===== config.mk =====
export PLATFORM = sky130hd
export DESIGN_NAME = if_fetch_unit
export DESIGN_NICKNAME = d
export VERILOG_FILES = /design/src/rtl/fetch_pkg.sv /design/src/rtl/if_fetch_unit.sv
export SDC_FILE = /design/constraint.sdc
export NUM_CORES = 1
export LEC_CHECK = 0
export CORE_MARGIN = 2
export CORE_UTILIZATION = 39
export DETAILED_ROUTE_END_ITERATION = 12
export GPL_ROUTABILITY_DRIVEN = 0
export PLACE_DENSITY = 0.76
export SLEW_MARGIN = 30
export SYNTH_ARGS = -nofsm -noshare
export SYNTH_HDL_FRONTEND = slang
export SYNTH_SLANG_ARGS = --single-unit

===== constraint.sdc =====
create_clock -name clk -period 1.8 [get_ports clk]
set_input_delay 0.27 -clock clk [delete_from_list [all_inputs] [get_ports clk]]
set_output_delay 0.27 -clock clk [all_outputs]
set_load 0.01 [all_outputs]

===== src/rtl/fetch_pkg.sv =====
// Shared constants and state encoding for the instruction-fetch front end.
package fetch_pkg;

  localparam logic [31:0] RESET_PC_DEFAULT  = 32'h0000_0000;
  localparam logic [31:0] NOP_INSTR_DEFAULT = 32'h0000_0000;

  typedef enum logic [1:0] {
    S_REQ  = 2'd0,
    S_WAIT = 2'd1,
    S_DROP = 2'd2
  } fetch_state_e;

  function automatic logic [31:0] word_align(input logic [31:0] addr);
    return addr & 32'hFFFF_FFFC;
  endfunction

endpackage


===== src/rtl/if_fetch_unit.sv =====
// Instruction-fetch front end: owns the PC, one outstanding imem request, and a
// one-entry output buffer feeding the IF/ID register.
module if_fetch_unit
  import fetch_pkg::*;
#(
  parameter logic [31:0] RESET_PC  = RESET_PC_DEFAULT,
  parameter logic [31:0] NOP_INSTR = NOP_INSTR_DEFAULT
) (
  input  logic        clk,
  input  logic        reset,
  input  logic        stall,
  input  logic        redirect,
  input  logic [31:0] redirect_pc,
  output logic        imem_req,
  output logic [31:0] imem_addr,
  input  logic        imem_gnt,
  input  logic        imem_rvalid,
  input  logic [31:0] imem_rdata,
  output logic        valid_out,
  output logic [31:0] instr_out,
  output logic [31:0] pc_plus4_out
);

  fetch_state_e r_state;
  fetch_state_e w_state_next;

  logic [31:0] r_pc;
  logic        r_valid;
  logic [31:0] r_instr;
  logic [31:0] r_pc_plus4;

  logic        w_buf_free;
  logic        w_req;
  logic        w_fill;
  logic [31:0] w_redirect_pc;
  logic [31:0] w_pc_plus4;

  assign w_buf_free    = ~r_valid | ~stall;
  assign w_redirect_pc = word_align(redirect_pc);
  assign w_pc_plus4    = r_pc + 32'd4;

  // State register
  always_ff @(posedge clk) begin
    if (reset) begin
      r_state <= S_REQ;
    end else begin
      r_state <= w_state_next;
    end
  end

  // Next-state logic
  always_comb begin
    w_state_next = r_state;
    case (r_state)
      S_REQ: begin
        if (w_req && imem_gnt) begin
          w_state_next = S_WAIT;
        end
      end
      S_WAIT: begin
        if (redirect) begin
          w_state_next = imem_rvalid ? S_REQ : S_DROP;
        end else if (imem_rvalid) begin
          w_state_next = S_REQ;
        end
      end
      S_DROP: begin
        // The orphaned response retires the drop even if another redirect lands.
        if (imem_rvalid) begin
          w_state_next = S_REQ;
        end
      end
      default: w_state_next = S_REQ;
    endcase
  end

  // Output / control decode
  always_comb begin
    w_req  = 1'b0;
    w_fill = 1'b0;
    case (r_state)
      S_REQ:   w_req  = w_buf_free & ~redirect;
      S_WAIT:  w_fill = imem_rvalid & ~redirect;
      default: begin
        w_req  = 1'b0;
        w_fill = 1'b0;
      end
    endcase
  end

  // PC and output buffer
  always_ff @(posedge clk) begin
    if (reset) begin
      r_pc       <= RESET_PC;
      r_valid    <= 1'b0;
      r_instr    <= NOP_INSTR;
      r_pc_plus4 <= 32'd0;
    end else if (redirect) begin
      r_pc       <= w_redirect_pc;
      r_valid    <= 1'b0;
      r_instr    <= NOP_INSTR;
      r_pc_plus4 <= 32'd0;
    end else if (w_fill) begin
      // Refill takes priority over a same-cycle consume.
      r_pc       <= w_pc_plus4;
      r_valid    <= 1'b1;
      r_instr    <= imem_rdata;
      r_pc_plus4 <= w_pc_plus4;
    end else if (r_valid && !stall) begin
      r_valid    <= 1'b0;
      r_instr    <= NOP_INSTR;
      r_pc_plus4 <= 32'd0;
    end
  end

  assign imem_req     = w_req;
  assign imem_addr    = r_pc;
  assign valid_out    = r_valid;
  assign instr_out    = r_instr;
  assign pc_plus4_out = r_pc_plus4;

endmodule


==> metrics.csv <==
metric,value,unit
outcome,"finished, final reports clean",
worst reg2reg path startpoint,imem_addr[7],
maxcap violations,0,
Rows,37,
crit end category,output pin,
Port Buffer Count,161,
worst setup margin,0.04208,ns
Peak VDD IR,354.0,uV
vias in the first global route,4035,
Worst setup SP type,flip-flop,
TritonRoute pass-1 iters,5,
Post-CTS Hold Buffers,0,
Initial Util,0.4029,
"top cells by area, synth","dfxtp_1 (46%), xnor2_1 (7.4%), a22o_1 (6.9%)",
HPWL after detailed placement,9570,um
grt ovf,0,
Hold Path Class,flip-flop to flip-flop,
Tcrit/Tclk final,0.9766,
post-synthesis sequential element count,95,
"slowest stage delay, CP",0.55,ns
Fillers,803,
sequential cell area,1918,um^2
min Tclk post-route,1.758,ns
Synth Area in XOR/XNOR,0.1011,
leakage,2.421,nW
Ports,168,
clock slew seen by the registers of the worst setup and hold paths,0.10,ns
dpl cell area,6297,um^2
sequential area share after synthesis,0.4573,
Setup crit start,imem_addr[5],
die area,11510,um^2
final hold slack,0.4458,ns
"Hold Violations, Final",0,
Synth Area in Compound Gates,0.1766,
CTS tree,done,
Via density,5.265,
f_max,0.5689,GHz
Synth cell types,45,
main combinational cell family by area after synthesis,simple AND/OR/NAND/NOR gates,
Avg WL per Cell,17.15,um
Via Count,4228,
post-synthesis cell area,4159,um^2
Slowest cell on crit path,clkdlybuf4s50_1,
Syn Area/Cell,9.061,um^2
top-area cell type share of the netlist area,0.4573,
worst path cell trace,"buf_4, clkdlybuf4s50_1",
nets,733,
Synth Area in Adders,0.003008,
final setup fails,0,
pwr dens,640.8,nW/um^2
initial antenna violation count,0,
die height,107.3,um
Root Driver,clkbuf_8,
"non-filler cells, final",803,
global-route wire length before repair,20420,um
Num CTS Buffers,9,
Clock Sinks,95,
share of layout cells above drive strength 1,0.1769,
die width,107.3,um
CTS Buffer Depth,2,
pre-CTS setup slack,-0.3928,ns
critical path's top delay family,buffers and inverters,
# DRC,0,
DRT Wirelength,13770,um
most frequent cells in the layout,"clkdlybuf4s50_1 (159), dfxtp_1 (86), buf_4 (61)",
hold_sp,pc_plus4_out[20],
fin. max-slew vios,0,
critical path type,flip-flop to output pin,
dpl cells,781,
Worst EP arrival,1.49,ns
worst skew pair latency,0.37,ns
"antenna viol nets, final",0,
"EDFF count, synth",0,
Total GRT Usage,0.2249,
WP data required,1.53,ns
Post-synth ARST share,0,
"most common cell after layout, fill and taps aside",clkdlybuf4s50_1,
final instance area,6651,um^2
largest net degree at the start of global routing,63,
Synth warnings,0,
"Primary FF master, synth",dfxtp_1,
# diodes,0,
simple-gate share of the synthesized area,0.2028,
Final Power,4.262,mW
Starting DRT DRC Count,286,
clk_skew,0.009092,ns
cell taking the most area after synthesis,dfxtp_1,
total core area,10320,um^2
synthesized instance count,459,
Area Overhead vs Synth,59.93,%
WP buf/inv,2,
multiplexer area fraction after synthesis,0.007521,
maximum fanout along the worst path,5,
multi-input logic area,2136,um^2
H-Tree Depth,3,
## cell type report
| type | count | area share |
|---|---|---|
| multi-input combinational | 322 | 0.3211 |
| clock inverter | 7 | 0.01053 |
| timing repair buffer | 230 | 0.3335 |
| clock buffer | 9 | 0.01862 |
| sequential | 95 | 0.2884 |
| inverter | 4 | 0.002257 |
| tap | 136 | 0.02558 |
## timing repair
| item | 4_1_cts | 5_1_grt |
|---|---|---|
| buffers inserted | 3 | 1 |
| resized for setup | 6 | 22 |
| cloned | 0 | 2 |
| endpoints found under the hold margin | 0 | 0 |
| pin swaps | 1 | 2 |
| setup endpoints to repair | 7 | 80 |
## where the power goes
group	switching (mW)	leakage, nW	internal [mW]
combinational	0.289	1.55	0.388
sequential	0.0610	0.776	2.16
clock	0.836	0.0943	0.533
total	1.19	2.42	3.08
## worst register-to-register path, cell delays in order (launching register included)
cell and delay [ns]:
dfxtp_1 0.37, buf_4 0.14, nand4_4 0.16, nor4_4 0.44, nand4_1 0.16, xor2_1 0.16
a211oi_1 0.24
## cells in the mapped netlist, types with 3 or more instances
master	instances
inv_1	3
nand4_2	3
and3_1	7
nor3_1	17
nor4_1	10
dfxtp_1	95
o21ai_1	8
nand4_1	7
or3_1	4
nor2_1	28
buf_4	6
a21oi_1	13
xor2_1	13
nand3_1	13
o21ai_0	25
clkbuf_1	23
o22ai_1	4
a211oi_1	14
a22o_1	33
xnor2_1	35
nand2_1	59
buf_2	9
## registers in the layout, summed over array words and instances (netlist names)
register / count
valid_out: 1
pc_plus4_out: 30
r_state: 2
imem_addr: 30
instr_out: 32
## path summary, 6_finish.rpt
kind	end	slack (ns)	cells after the start
hold reg to reg	pc_plus4_out[20]	0.45	2
setup reg to reg	imem_addr[19]	0.05	6
setup / recovery	imem_addr[5]	0.04	2
hold / removal	pc_plus4_out[20]	0.45	2
## cell families after synthesis
group / Yosys count
AND/OR/NAND/NOR: 161
AO/OA/AOI/OAI: 105
flip-flops: 95
XOR/XNOR: 48
buffers and inverters: 45
multiplexers: 3
adder cells (fa/ha/maj): 1
other: 1
## metrics by stage
| stage | TNS [ns] | util |
|---|---|---|
| finish | 0 | 0.6443 |
| global route | -0.07563 | 0.6443 |
| CTS | 0 | 0.6343 |
| detailed placement | -16.29 | 0.6100 |
| global placement | -12.21 | 0.6100 |
| floorplan | 0 | - |
## layer usage
metal  wire (um)  GRT usage  vias up
met1        5919     0.2957     1999
met4         345    0.09926        0
met2        6539     0.3617      169
met5           0          0        -
met3         964    0.03874       26
li1            -          -     2034
No activity file was read; power rests on OpenSTA's default activity.
